**config.mk**
```make
export PLATFORM = sky130hd
export DESIGN_NAME = alu_arbiter
export DESIGN_NICKNAME = d
export VERILOG_FILES = /design/src/rtl/alu_arbiter_pkg.sv /design/src/rtl/alu_core.sv /design/src/rtl/alu_arbiter.sv
export SDC_FILE = /design/constraint.sdc
export NUM_CORES = 1
export LEC_CHECK = 0
export ABC_AREA = 1
export CELL_PAD_IN_SITES_DETAIL_PLACEMENT = 0
export CELL_PAD_IN_SITES_GLOBAL_PLACEMENT = 1
export CORE_MARGIN = 5
export CORE_UTILIZATION = 37
export CTS_BUF_LIST = sky130_fd_sc_hd__clkbuf_4 sky130_fd_sc_hd__clkbuf_8
export CTS_CLUSTER_DIAMETER = 150
export DETAILED_ROUTE_END_ITERATION = 6
export GPL_TIMING_DRIVEN = 0
export PLACE_DENSITY_LB_ADDON = 0.1
export REMOVE_ABC_BUFFERS = 1
export SYNTH_ARGS = -nofsm -noshare
export SYNTH_HDL_FRONTEND = slang
export SYNTH_HIERARCHICAL = 1
export SYNTH_SLANG_ARGS = --single-unit
```
**constraint.sdc**
```tcl
create_clock -name clk -period 2.74 [get_ports clk]
set_input_delay 0.411 -clock clk [delete_from_list [all_inputs] [get_ports clk]]
set_output_delay 0.411 -clock clk [all_outputs]
set_load 0.01 [all_outputs]
```
**src/rtl/alu_arbiter_pkg.sv**
```systemverilog
// rtl/alu_arbiter_pkg.sv - op codes and FSM encoding shared by the ALU arbiter files
package alu_arbiter_pkg;

  localparam logic [3:0] OP_AND = 4'b0000;
  localparam logic [3:0] OP_OR  = 4'b0001;
  localparam logic [3:0] OP_ADD = 4'b0010;
  localparam logic [3:0] OP_SUB = 4'b0110;
  localparam logic [3:0] OP_SLT = 4'b0111;

  typedef enum logic [1:0] {
    IDLE = 2'd0,
    EXEC = 2'd1,
    RESP = 2'd2
  } state_t;

endpackage

```
**src/rtl/alu_core.sv**
```systemverilog
// rtl/alu_core.sv - purely combinational ALU evaluating one operation
module alu_core
  import alu_arbiter_pkg::*;
#(
  parameter int WIDTH = 32
) (
  input  logic [WIDTH-1:0] a,
  input  logic [WIDTH-1:0] b,
  input  logic [3:0]       ctrl,
  output logic [WIDTH-1:0] result,
  output logic             zero,
  output logic             err
);

  // Decode the op code; unknown codes yield result 0 and flag err.
  always_comb begin
    result = '0;
    err    = 1'b0;
    case (ctrl)
      OP_AND:  result = a & b;
      OP_OR:   result = a | b;
      OP_ADD:  result = a + b;
      OP_SUB:  result = a - b;
      OP_SLT:  result = {{(WIDTH-1){1'b0}}, (a < b)};
      default: err    = 1'b1;
    endcase
    zero = (result == '0);
  end

endmodule

```
**src/rtl/alu_arbiter.sv**
```systemverilog
// rtl/alu_arbiter.sv - round-robin arbiter sharing one ALU between two requesters
module alu_arbiter
  import alu_arbiter_pkg::*;
#(
  parameter int WIDTH = 32
) (
  input  logic             clk,
  input  logic             rst,
  input  logic             req0_valid,
  output logic             req0_ready,
  input  logic [WIDTH-1:0] req0_a,
  input  logic [WIDTH-1:0] req0_b,
  input  logic [3:0]       req0_ctrl,
  input  logic             req1_valid,
  output logic             req1_ready,
  input  logic [WIDTH-1:0] req1_a,
  input  logic [WIDTH-1:0] req1_b,
  input  logic [3:0]       req1_ctrl,
  output logic             rsp0_valid,
  input  logic             rsp0_ready,
  output logic [WIDTH-1:0] rsp0_result,
  output logic             rsp0_zero,
  output logic             rsp0_err,
  output logic             rsp1_valid,
  input  logic             rsp1_ready,
  output logic [WIDTH-1:0] rsp1_result,
  output logic             rsp1_zero,
  output logic             rsp1_err
);

  state_t           state;
  state_t           state_next;
  logic             ptr;        // port that wins when both request
  logic             owner;      // port whose op is in flight
  logic             gnt0;
  logic             gnt1;
  logic             accept;
  logic             rsp_done;
  logic [WIDTH-1:0] a_q;
  logic [WIDTH-1:0] b_q;
  logic [3:0]       ctrl_q;
  logic [WIDTH-1:0] res_q;
  logic             zero_q;
  logic             err_q;
  logic [WIDTH-1:0] alu_result;
  logic             alu_zero;
  logic             alu_err;

  alu_core #(.WIDTH(WIDTH)) u_alu_core (
    .a      (a_q),
    .b      (b_q),
    .ctrl   (ctrl_q),
    .result (alu_result),
    .zero   (alu_zero),
    .err    (alu_err)
  );

  // Grant only in IDLE and never while reset is asserted; contention goes to ptr.
  always_comb begin
    gnt0 = 1'b0;
    gnt1 = 1'b0;
    if (state == IDLE && !rst) begin
      if (req0_valid && req1_valid) begin
        gnt0 = ~ptr;
        gnt1 = ptr;
      end else begin
        gnt0 = req0_valid;
        gnt1 = req1_valid;
      end
    end
  end

  assign req0_ready = gnt0;
  assign req1_ready = gnt1;
  assign accept     = gnt0 | gnt1;
  assign rsp_done   = (state == RESP) && (owner ? rsp1_ready : rsp0_ready);

  // Next-state logic for the IDLE -> EXEC -> RESP sequence.
  always_comb begin
    state_next = state;
    case (state)
      IDLE:    if (accept) state_next = EXEC;
      EXEC:    state_next = RESP;
      RESP:    if (rsp_done) state_next = IDLE;
      default: state_next = IDLE;
    endcase
  end

  // State register.
  always_ff @(posedge clk) begin
    if (rst) state <= IDLE;
    else     state <= state_next;
  end

  // Capture the granted op, latch the ALU result in EXEC, rotate priority on completion.
  always_ff @(posedge clk) begin
    if (rst) begin
      ptr    <= 1'b0;
      owner  <= 1'b0;
      a_q    <= '0;
      b_q    <= '0;
      ctrl_q <= '0;
      res_q  <= '0;
      zero_q <= 1'b0;
      err_q  <= 1'b0;
    end else begin
      if (accept) begin
        owner  <= gnt1;
        a_q    <= gnt1 ? req1_a    : req0_a;
        b_q    <= gnt1 ? req1_b    : req0_b;
        ctrl_q <= gnt1 ? req1_ctrl : req0_ctrl;
      end
      if (state == EXEC) begin
        res_q  <= alu_result;
        zero_q <= alu_zero;
        err_q  <= alu_err;
      end
      if (rsp_done) ptr <= ~owner;
    end
  end

  assign rsp0_valid  = (state == RESP) && !owner;
  assign rsp1_valid  = (state == RESP) && owner;
  assign rsp0_result = res_q;
  assign rsp1_result = res_q;
  assign rsp0_zero   = zero_q;
  assign rsp1_zero   = zero_q;
  assign rsp0_err    = err_q;
  assign rsp1_err    = err_q;

endmodule

```
# Yosys cells after proc, flatten, opt, wreduce, memory -nomap -nowiden
# Index checks and enable logic that the tools add are counted.
# op_classes
addsub	2
n_mul	0
n_div	0
order_cmp	1
n_eq_ne	8
n_shift	0
n_mux	13
bitwise_logic	5
n_reduce_logical	12
# ops
operator	count
$pmux 32 s5	1
$mux 32	2
$add 32x32->32	1
$and 32x32->32	1
$logic_not 32->1	1
$lt 32x32->1	1
$or 32x32->32	1
$sub 32x32->32	1
$eq 4x3->1 const B	2
$mux 1	6
$pmux 2 s3	1
$logic_and 1x1->1	5
$reduce_or 5->1	1
$eq 4x1->1 const B	1
$eq 4x2->1 const B	1
$logic_not 4->1	1
$mux 2	2
$mux 4	1
$ne 2x2->1 const B	2
$eq 2x1->1 const B	1
$eq 2x2->1 const B	1
$logic_not 1->1	2
$logic_not 2->1	1
$not 1->1	2
2 further kinds	2
# totals
ff_bits	106
latch_bits	0
ramBits	0
rom_bits	0
elab_cells	50
mem_count	0

# Depth between registers and ports, before layout
# Gate-level depths: netlist of run 1.
# logic_depth
depth_word	6
mapped_depth	23
mapped_depth_nobuf	22

# Modules after synthesis
# The synthesis of run 1 kept the hierarchy.
# by_module_without_submodules
module	n_inst	cells_each	area_per_inst_um2
alu_core	1	1379	6735.2
alu_arbiter	1	945	5788.1

# Worst setup path before layout of run 1
# No wires, ideal clock.
# synth_timing
kind	register to register
startpoint	reg b_q[0]
endpoint	reg zero_q (netlist: rsp0_zero)
setup_ns	0.064
arrival_time_ns	2.266
required_time_ns	2.676
setup_slack_ns	0.410
stages_incl_launch_ff	21
n_path_buf	0
period_less_slack_ns	2.330
path_cell_list	dfxtp_1 -> ha_1 -> inv_1 -> fa_1 -> inv_1 -> nand3_1 -> nand2_1 -> nand3_1 -> nand3_1 -> nand2_1 -> nand2_1 -> nand2_1 -> nand3_1 -> nand2_1 -> nor2_1 -> nand2_1 -> nor2_1 -> nand3_1 -> nor2_1 -> o21ai_0 -> nor2_1
# synth_between
elab_chain_len	3
elab_cells_between_ends	7
cone_classes	add/sub: 2; order compare: 1; mux: 1; bitwise: 2; reduce/logical: 1
# synth_rtl
element	line_no	source
from (decl)	alu_arbiter.sv:40	logic [WIDTH-1:0] b_q;
from (signal assigned)	alu_arbiter.sv:110	b_q <= gnt1 ? req1_b : req0_b;
$sub 32x32->32, or another cell as far along	alu_core.sv:23	OP_SUB: result = a - b;
$pmux 32 s5 *	alu_core.sv:19	case (ctrl)
$logic_not 32->1 *	alu_core.sv:27	zero = (result == '0);
net alu_zero	alu_arbiter.sv:46	logic alu_zero;
to (signal assigned)	alu_arbiter.sv:115	zero_q <= alu_zero;
to (decl)	alu_arbiter.sv:43	logic zero_q;
# Mark *: on every way through the listed nets, which the timed path passes. The rest lies on a longest branch.
# A chain may end at the register's enable or synchronous reset.

# Final worst setup path of run 1
# layout_timing
startpoint	reg a_q[0]
endpoint	reg zero_q (netlist: rsp0_zero)
# layout_between
elab_chain_len	3
elab_cells_between_ends	7
cone_classes	add/sub: 2; order compare: 1; mux: 1; bitwise: 2; reduce/logical: 1
# layout_rtl
element	line_no	source
from (decl)	alu_arbiter.sv:39	logic [WIDTH-1:0] a_q;
from (signal assigned)	alu_arbiter.sv:109	a_q <= gnt1 ? req1_a : req0_a;
$sub 32x32->32 / $add 32x32->32 (equally long branches)	alu_core.sv:23, alu_core.sv:22	
$pmux 32 s5 *	alu_core.sv:19	
net alu_result[8]	alu_arbiter.sv:45	logic [WIDTH-1:0] alu_result;
$logic_not 32->1 *	alu_core.sv:27	
net alu_zero	alu_arbiter.sv:46	
# Marked as above.

==> flow_metrics.env, run 1 <==
export IMPL_run_status="finished clean"
export IMPL_crit_fanout=3
export IMPL_rr_worst_depth=20
export IMPL_total_power_w=0.00771
export IMPL_r2r_start="a_q[0]"
export IMPL_holdWs_ps=497
export IMPL_num_rows=67
export IMPL_max_freq_mhz=367
export IMPL_stdcell_count=2910
export IMPL_tightest_slew_ps=934
export IMPL_rsz0062_at_grt="true"
export IMPL_cts_tree="built"
export IMPL_wire_per_inst_um=15.4
export IMPL_power_density_nw_per_um2=486
export IMPL_fin_util_pct=47.4
export IMPL_drv_slew=0
export IMPL_synth_avg_cell_area_um2=5.39
export IMPL_fin_tns_setup_ps=0
export IMPL_ant_nets=0
export IMPL_min_to="ptr"
export IMPL_place_gp_congestion=0.943
export IMPL_clockBufferDepth=2
export IMPL_dp_cells=2862
export IMPL_cp_arrival_ps=3090
export IMPL_drive_gt1_share_pct=9.87
export IMPL_fin_nets=2703
export IMPL_r2r_slack_ps=10
export IMPL_route_detailed_drc=0
export IMPL_num_vias=13600
export IMPL_setup_viol=0
export IMPL_cts_buffers=9
export IMPL_synth_edf_count=0
export IMPL_synth_top_flop_cell="dfxtp_1"
export IMPL_dieArea_um2=37600
export IMPL_post_route_min_period_ps=2730
export IMPL_die_w_um=194
export IMPL_grt_pass1_wl_um=68900
export IMPL_synth_seq_cells=106
export IMPL_core_um2=33400
export IMPL_synthesis_area_um2=12500
export IMPL_grt_max_degree=70
export IMPL_fin_skew_ps=15.6
export IMPL_routed_wl_um=44800
export IMPL_peakVddDrop_mv=0.293
export IMPL_drv_cap=0
export IMPL_required_ps=3100
export IMPL_layout_common_cells="nand2_1 (648), inv_1 (538), nand3_1 (305), clkdlybuf4s50_1 (210), nor2_1 (207)"
export IMPL_r2r_end="rsp0_zero"
export IMPL_numPortBuffers=213
export IMPL_h_tree_depth=3
export IMPL_first_pass_iters=5
export IMPL_yosys_warnings=6
export IMPL_clock_sinks=106
export IMPL_initial_core_util_pct=37.4
export IMPL_async_reset_ff_share_pct=0
export IMPL_drtIter0Drc=834
export IMPL_antenna_found_initial=0
export IMPL_globalRouteTotalUtil_pct=22.8
export IMPL_hpwl_um=34300
export IMPL_worstSkewPairLatency_ps=430
export IMPL_worst_setup_path_end_kind="flop"
export IMPL_critPathKind="flop to flop"
export IMPL_p_leak_nw=8.79
export IMPL_finalHoldViolCount=0
export IMPL_overflow=0
export IMPL_hold_class="flop to flop"
export IMPL_min_path_cells=2
export IMPL_syn_instance_count=2324
export IMPL_layout_commonest_cell="nand2_1"
export IMPL_hold_buffers=0
export IMPL_cts_root_buf="clkbuf_8"
export IMPL_holdCritStartpoint="ptr"
export IMPL_period_share_pct=99.6
export IMPL_post_drt_via_cell_ratio=4.69
export IMPL_cts_clk_slew_worst_paths_ps=110
export IMPL_startpoint_type="flop"
export IMPL_grt_pass1_vias=12500
export IMPL_slew_headroom_pct=37.7
export IMPL_seq_area_frac_synth_pct=16.9
export IMPL_io_pins=214
export IMPL_n_antenna_cell=0
export IMPL_synth_cell_types=39
export IMPL_fp_dieH_um=194
export IMPL_syn2layout_area_growth_pct=26.6
-- registers in the layout, indices dropped and copies added (netlist names) --
signal / flops
b_q: 32
rsp0_result: 32
state: 2
ptr: 1
a_q: 32
owner: 1
ctrl_q: 4
rsp0_zero: 1
rsp0_err: 1
-- routing by layer --
| layer | global-route usage, % | routed length, um | vias up |
|---|---|---|---|
| met5 | 0 | 0 | - |
| met4 | 5.70 | 755 | 0 |
| met3 | 3.08 | 2670 | 26 |
| met2 | 33.4 | 18300 | 370 |
| met1 | 35.0 | 23100 | 6039 |
| li1 | - | - | 7206 |
-- per-stage QoR --
stage	cell area [um2]	setup slack, ps
final	15900	11.5
after detailed placement	14600	-1400
after global placement	14400	-4020
after floorplan	11700	-1270
after CTS	15000	-299
after global routing	15900	-224
-- worst max-delay path: stages (launching register included) --
cell	delay, ps
dfxtp_4	380
inv_2	60
ha_2	170
inv_2	70
fa_2	420
nand2_4	90
nand2_2	70
nand4_1	130
buf_4	130
nand3_1	70
nand3_2	80
nand3_2	100
nor2_1	110
nand3_1	90
nor2_1	110
nand2_1	110
nor2_1	120
nand3_1	80
nor2_1	110
o21ai_1	60
nor2_1	110
-- synthesized netlist by cell type (2+ instances only) --
cell / instances / share of area (%)
nand2_1: 674 / 20
inv_1: 545 / 16
nand3_1: 316 / 13
nor2_1: 236 / 7.1
dfxtp_1: 106 / 17
ha_1: 102 / 10
a21oi_1: 59 / 2.4
buf_4: 51 / 3.1
o21ai_0: 48 / 1.9
buf_2: 42 / 1.7
o22ai_1: 25 / 1.2
clkbuf_1: 24 / 0.72
nand4_1: 15 / 0.75
nand3b_1: 10 / 0.60
nor2_2: 10 / 0.50
nor3_1: 10 / 0.40
buf_6: 8 / 0.72
o21bai_1: 7 / 0.42
inv_2: 5 / 0.15
nand3_2: 5 / 0.40
buf_1: 4 / 0.12
nand2_2: 3 / 0.15
fa_1: 2 / 0.32
o21ai_1: 2 / 0.080
-- final cells by class --
type,instances,area (um2)
Inverter,551,2080
Timing Repair Buffer,246,2500
Clock inverter,7,82.6
Multi-Input combinational cell,1543,8320
Sequential cell,106,2180
Fill cell,3694,17600
Clock buffer,9,124
Tap cell,448,561
-- timing repair --
item | in CTS | in global routing
gates resized for setup | 40 | 178
setup buffers | 3 | 22
endpoints found under the setup margin | 105 | 35
gates cloned | 5 | 2
pin swaps | 6 | 38
endpoints found under the hold margin | 0 | 0
-- kinds of logic (layout without fill, tap and decap cells) --
logic type	count (synthesis)	after routing	synth area share, %
XOR/XNOR	1	1	0.0699
AND/OR/NAND/NOR	1287	1292	43.3
AO/OA/AOI/OAI	145	146	6.34
buffers and inverters	681	813	22.8
adder cells (fa/ha/maj)	104	104	10.5
flip-flops	106	106	16.9
-- worst max path at each step --
stage	from	to	slack [ps]	cells after the start
after global placement	req1_valid	req1_ready	-4020	5
after floorplan	ptr	req1_ready	-1270	4
final	a_q[0]	rsp0_zero	10	20
after global routing	b_q[0]	rsp0_zero	-220	19
after detailed placement	ctrl_q[3]	rsp0_zero	-1400	16
after CTS	ctrl_q[1]	rsp0_zero	-300	13
-- where the power goes --
part | internal [W] | switching [W] | leakage [nW] | total (W)
Combinational | 0.00180 | 0.00290 | 7.80 | 0.00471
Clock | 0.000438 | 0.000618 | 0.105 | 0.00106
Sequential | 0.00175 | 0.000198 | 0.889 | 0.00195
Total | 0.00399 | 0.00372 | 8.79 | 0.00771
(Power assumes the default switching activity.)
==> run 2: changes to the inputs <==
--- a/config.mk
+++ b/config.mk
@@ -8,14 +8,15 @@
 export ABC_AREA = 1
 export CELL_PAD_IN_SITES_DETAIL_PLACEMENT = 0
 export CELL_PAD_IN_SITES_GLOBAL_PLACEMENT = 1
-export CORE_MARGIN = 5
 export CORE_UTILIZATION = 37
 export CTS_BUF_LIST = sky130_fd_sc_hd__clkbuf_4 sky130_fd_sc_hd__clkbuf_8
 export CTS_CLUSTER_DIAMETER = 150
 export DETAILED_ROUTE_END_ITERATION = 6
 export GPL_TIMING_DRIVEN = 0
 export PLACE_DENSITY_LB_ADDON = 0.1
+export RECOVER_POWER = 25
 export REMOVE_ABC_BUFFERS = 1
+export SLEW_MARGIN = 5
 export SYNTH_ARGS = -nofsm -noshare
 export SYNTH_HDL_FRONTEND = slang
 export SYNTH_HIERARCHICAL = 1
==> run 2 against run 1 <==
Net effect: the run now ends with DRC left; clock-buffer cell count stayed put; setup slack better by 32 ps; first-iteration DRC count is 2.2% lower; utilization is 0.61 points higher; routed wire length is 5.0% lower; total power is 0.15% higher; cell area is 1.3% higher; die area is 8.1% lower.
==> flow_metrics.env, run 2 (same netlist as run 1, synthesis figures left out) <==
export IMPL_worstPathBufferInverterCount=2
export IMPL_drive_gt1_share_pct=10.3
export IMPL_worstSkewPairLatency_ps=450
export IMPL_tightest_slew_ps=766
export IMPL_clock_sinks=106
export IMPL_stdcell_count=2915
export IMPL_num_rows=67
export IMPL_ant_nets=0
export IMPL_power_frac_seq_pct=25.2
export IMPL_cts_buffers=9
export IMPL_hold_class="flop to flop"
export IMPL_place_gp_congestion=0.925
export IMPL_hpwl_um=32600
export IMPL_worstPathCellList="inv_2, ha_2, inv_2, fa_2, nand2_2, nand2_2, nand3_2, nand2_4, nand2_4, nand3_4, nand2_2, nand2_4, a21oi_2, nand2_1, nand2_1, nor2_1, nor2_2, nand3_1, nor2_1, o21ai_1, nor2_1"
export IMPL_first_pass_iters=7
export IMPL_post_drt_via_cell_ratio=4.67
export IMPL_fin_nets=2707
export IMPL_peakVddDrop_mv=0.241
export IMPL_cts_tree="built"
export IMPL_layout_common_cells="nand2_1 (648), inv_1 (539), nand3_1 (307), clkdlybuf4s50_1 (209), nor2_1 (204)"
export IMPL_setup_viol=0
export IMPL_grt_pass1_wl_um=64600
export IMPL_slew_headroom_pct=49.0
export IMPL_h_tree_depth=3
export IMPL_cts_clk_slew_worst_paths_ps=130
export IMPL_post_route_min_period_ps=2700
export IMPL_initial_core_util_pct=37.4
export IMPL_p_leak_nw=8.88
export IMPL_critPathKind="flop to flop"
export IMPL_die_w_um=186
export IMPL_grt_pass1_vias=12000
export IMPL_fin_skew_ps=21.9
export IMPL_globalRouteTotalUtil_pct=24.6
export IMPL_required_ps=3120
export IMPL_power_frac_clock_pct=13.2
export IMPL_wire_per_inst_um=14.6
export IMPL_seqCellArea_um2=2190
export IMPL_fp_dieH_um=186
export IMPL_grt_max_degree=70
export IMPL_total_power_w=0.00772
export IMPL_crit_slowest_cell="fa_2"
export IMPL_power_density_nw_per_um2=481
export IMPL_p_switching_w=0.00375
export IMPL_antenna_found_initial=1
export IMPL_run_status="finished, violations left"
export IMPL_io_pins=214
export IMPL_worst_setup_path_end_kind="flop"
export IMPL_violations="DRC"
export IMPL_crit_fanout=3
export IMPL_drv_slew=0
export IMPL_p_int_w=0.00398
export IMPL_dp_cells=2865
export IMPL_finalHoldViolCount=0
export IMPL_num_vias=13600
export IMPL_period_share_pct=98.4
export IMPL_numPortBuffers=213
export IMPL_drv_cap=0
export IMPL_startpoint_type="flop"
export IMPL_cts_root_buf="clkbuf_8"
export IMPL_nFillCells=3643
export IMPL_clockBufferDepth=2
export IMPL_drtIter0Drc=816
export IMPL_max_freq_mhz=371
export IMPL_rsz0062_at_grt="true"
export IMPL_dieArea_um2=34600
export IMPL_overflow=0
export IMPL_core_um2=33400
export IMPL_route_detailed_drc=4
export IMPL_syn2layout_area_growth_pct=28.2
export IMPL_layout_commonest_cell="nand2_1"
export IMPL_multi_input_comb_area_um2=8330
export IMPL_swShare_pct=48.5
export IMPL_cp_slowest_stage_delay_ps=410
export IMPL_cp_arrival_ps=3070
export IMPL_comb_power_share_pct=61.6
export IMPL_routed_wl_um=42600
export IMPL_critical_path_top_delay_family="simple AND/OR/NAND/NOR gates"
run 2: routing by layer:
layer | share of wire [%] | global-route usage, % | vias to the layer above
li1 | - | - | 7205
met1 | 52 | 36.9 | 6026
met2 | 42 | 36.7 | 357
met3 | 4.5 | 2.74 | 21
met4 | 1.3 | 5.97 | 0
met5 | 0 | 0 | -
run 2: path summary, 6_finish.rpt:
kind                             start         to  slack, ps  depth (start not counted)
worst min register to register     ptr        ptr        490                          2
worst min-delay path               ptr        ptr        490                          2
worst max-delay path            a_q[0]  rsp0_zero         40                         21
worst max register to register  a_q[0]  rsp0_zero         40                         21
run 2: final cells by class:
type	count	share of cell area [%]
timing repair buffer	253	16.8
clock buffer	9	0.771
inverter	551	13.0
clock inverter	7	0.405
sequential	106	13.6
multi-input combinational	1539	51.9
antenna	1	0.0156
tap	448	3.49
timing repair inverter	1	0.0467
run 2: what timing repair did:
action                                  4_1_cts  5_1_grt
endpoints found under the setup margin      104       35
gates resized for setup                      33      201
gates cloned                                  6        2
hold buffers                                  0        0
setup buffers                                 5       20
pin swaps                                     2       34
run 2: worst register-to-register path, cell delays in order (launching register included):
cell and delay, ps:
dfxtp_4 390, inv_2 60, ha_2 170, inv_2 70
fa_2 410, nand2_2 110, nand2_2 70, nand3_2 100
nand2_4 80, nand2_4 80, nand3_4 90, nand2_2 90
nand2_4 70, a21oi_2 150, nand2_1 60, nand2_1 60
nor2_1 40, nor2_2 160, nand3_1 90, nor2_1 80
o21ai_1 70, nor2_1 110
run 2: power by group through the flow:
stage	combinational [W]	clock (W)	sequential (W)
2_1_floorplan	0.00262	0	0.00198
3_3_place_gp	0.00405	0	0.00195
3_5_place_dp	0.00411	0	0.00197
4_1_cts	0.00425	0.00107	0.00193
5_1_grt	0.00533	0.00111	0.00198
6_report	0.00476	0.00102	0.00195
run 2: through the flow:
stage	utilization, %	setup WS (ps)	setup TNS, ps	instance area, um2	hold slack [ps]
4_1_cts	45.2	-207	-5260	15100	502
6_report	48.0	43.8	0	16100	492
3_3_place_gp	43.1	-4150	-316720	14400	472
2_1_floorplan	-	-1270	-74160	11700	451
5_1_grt	48.0	-120	-120	16100	529
3_5_place_dp	43.8	-1250	-66080	14600	479
==> run 3: changes to the inputs <==
--- a/config.mk
+++ b/config.mk
@@ -6,6 +6,7 @@
 export NUM_CORES = 1
 export LEC_CHECK = 0
 export ABC_AREA = 1
+export CAP_MARGIN = 20
 export CELL_PAD_IN_SITES_DETAIL_PLACEMENT = 0
 export CELL_PAD_IN_SITES_GLOBAL_PLACEMENT = 1
 export CORE_UTILIZATION = 37
==> run 3 against run 2 <==
Net effect: highest routed layer unchanged; the run still ends with DRC left; first-iteration DRC count is 9.9% higher; critical path type unchanged; sequential cell count stayed put; cell count rose by 0.34%.
==> flow_metrics.env, run 3 (same netlist as run 1, synthesis figures left out) <==
export IMPL_critPathKind="flop to flop"
export IMPL_layout_common_cells="nand2_1 (652), inv_1 (540), nand3_1 (306), nor2_1 (209), clkdlybuf4s50_1 (170)"
export IMPL_initial_core_util_pct=37.4
export IMPL_slew_headroom_pct=46.9
export IMPL_hold_class="flop to flop"
export IMPL_hpwl_um=32800
export IMPL_drv_slew=0
export IMPL_max_freq_mhz=374
export IMPL_cts_root_buf="clkbuf_8"
export IMPL_drtIter0Drc=897
export IMPL_overflow=0
export IMPL_dieArea_um2=34600
export IMPL_post_route_min_period_ps=2670
export IMPL_antenna_found_initial=1
export IMPL_violations="DRC"
export IMPL_num_vias=13600
export IMPL_syn2layout_area_growth_pct=28.7
export IMPL_worstPathCellList="inv_2, ha_1, inv_2, fa_2, nand2_4, nand2_2, nand3_2, nand2_4, nand2_2, nand2_1, o21ai_1, nor2_1, nor2_2, nand2_1, nor2_1, nand2_1, nor2_1, nand3_1, nor2_1, o21ai_1, nor2_1"
export IMPL_worst_setup_path_end_kind="flop"
export IMPL_run_status="finished, violations left"
export IMPL_drv_cap=0
export IMPL_clock_sinks=106
export IMPL_grt_pass1_wl_um=64300
export IMPL_startpoint="a_q[0]"
export IMPL_cp_slowest_stage_delay_ps=420
export IMPL_globalRouteTotalUtil_pct=24.3
export IMPL_io_pins=214
export IMPL_cpMostUsedCell="nor2_1"
export IMPL_die_w_um=186
export IMPL_routed_wl_um=42700
export IMPL_r2r_end="rsp0_zero"
export IMPL_crit_slowest_cell="fa_2"
export IMPL_grt_max_degree=70
export IMPL_fin_tns_setup_ps=0
export IMPL_rr_worst_depth=21
export IMPL_layout_commonest_cell="nand2_1"
export IMPL_worstSkewPairLatency_ps=430
export IMPL_cts_tree="built"
export IMPL_place_gp_congestion=0.925
export IMPL_rsz0062_at_grt="true"
export IMPL_wire_per_inst_um=14.6
export IMPL_fin_util_pct=48.2
export IMPL_startpoint_type="flop"
export IMPL_drive_gt1_share_pct=10.5
export IMPL_power_density_nw_per_um2=475
export IMPL_fin_skew_ps=16.2
export IMPL_finalHoldViolCount=0
export IMPL_r2r_slack_ps=70
export IMPL_tightest_slew_ps=795
export IMPL_crit_fanout=3
export IMPL_setup_viol=0
export IMPL_fin_nets=2718
export IMPL_cts_clk_slew_worst_paths_ps=120
export IMPL_nFillCells=3661
export IMPL_n_antenna_cell=0
export IMPL_grt_pass1_vias=12100
export IMPL_peakVddDrop_mv=0.271
export IMPL_ant_nets=0
export IMPL_p_leak_nw=9.05
export IMPL_numPortBuffers=213
export IMPL_required_ps=3100
export IMPL_first_pass_iters=7
export IMPL_cts_buffers=9
export IMPL_endpoint="rsp0_zero"
export IMPL_post_drt_via_cell_ratio=4.66
export IMPL_num_rows=67
export IMPL_clockBufferDepth=2
export IMPL_core_um2=33400
export IMPL_cp_arrival_ps=3040
export IMPL_route_detailed_drc=2
export IMPL_period_share_pct=97.5
export IMPL_r2r_start="a_q[0]"
export IMPL_fp_dieH_um=186
export IMPL_h_tree_depth=3
==> run 3: what timing repair did <==
| item | in CTS | in global routing |
|---|---|---|
| setup endpoints to repair | 36 | 17 |
| gates resized for setup | 46 | 177 |
| cloned | 4 | 3 |
| pin swaps | 2 | 40 |
| hold buffers | 0 | 0 |
| setup buffers | 5 | 30 |
==> run 3: worst min path at each step <==
| stage | start | to | slack (ps) | cells past startpoint |
|---|---|---|---|---|
| detailed placement | ptr | ptr | 480 | 2 |
| global route | ptr | ptr | 500 | 2 |
| finish | ptr | ptr | 480 | 2 |
| floorplan | ptr | ptr | 450 | 2 |
| global placement | ptr | ptr | 470 | 2 |
| CTS | ptr | ptr | 500 | 2 |
==> run 3: layer usage <==
layer | track usage, % | share of wire, %
met3 | 2.37 | 4.7
met5 | 0 | 0
met1 | 36.8 | 53
met2 | 36.1 | 41
met4 | 5.77 | 1.4
==> run 3: critical path, delay by kind of cell (launching register included) <==
kind,cells,cell delay (ps)
AO/OA/AOI/OAI,2,210
buffers and inverters,2,120
AND/OR/NAND/NOR,15,1290
adder cells (fa/ha/maj),2,580
flip-flops,1,380
==> run 3: where the power goes <==
| group | total, W | internal, W | switching [W] |
|---|---|---|---|
| registers | 0.00195 | 0.00175 | 0.000194 |
| logic | 0.00475 | 0.00186 | 0.00289 |
| clock network | 0.000953 | 0.000338 | 0.000615 |
| total | 0.00766 | 0.00396 | 0.00370 |
==> run 3: area by class of cell <==
class	count	area (um2)	share of cell area, %
flip-flops and latches	106	2190	13.6
multi-input cells	1539	8300	51.5
well taps	448	561	3.48
clock inverters	7	53.8	0.334
repair buffers	265	2800	17.4
inverters	551	2080	12.9
clock buffers	9	124	0.769
==> run 3: metrics by stage <==
step           std cells  worst slack, ps  area, um2  power, W  hold slack, ps
2_1_floorplan       2194            -1270      11700   0.00460             451
3_3_place_gp        2855            -4150      14400   0.00600             472
3_5_place_dp        2867             -985      14700   0.00610             479
4_1_cts             2892             -160      15200   0.00724             498
5_1_grt             2925             -172      16100   0.00836             503
6_report            2925             67.5      16100   0.00766             481
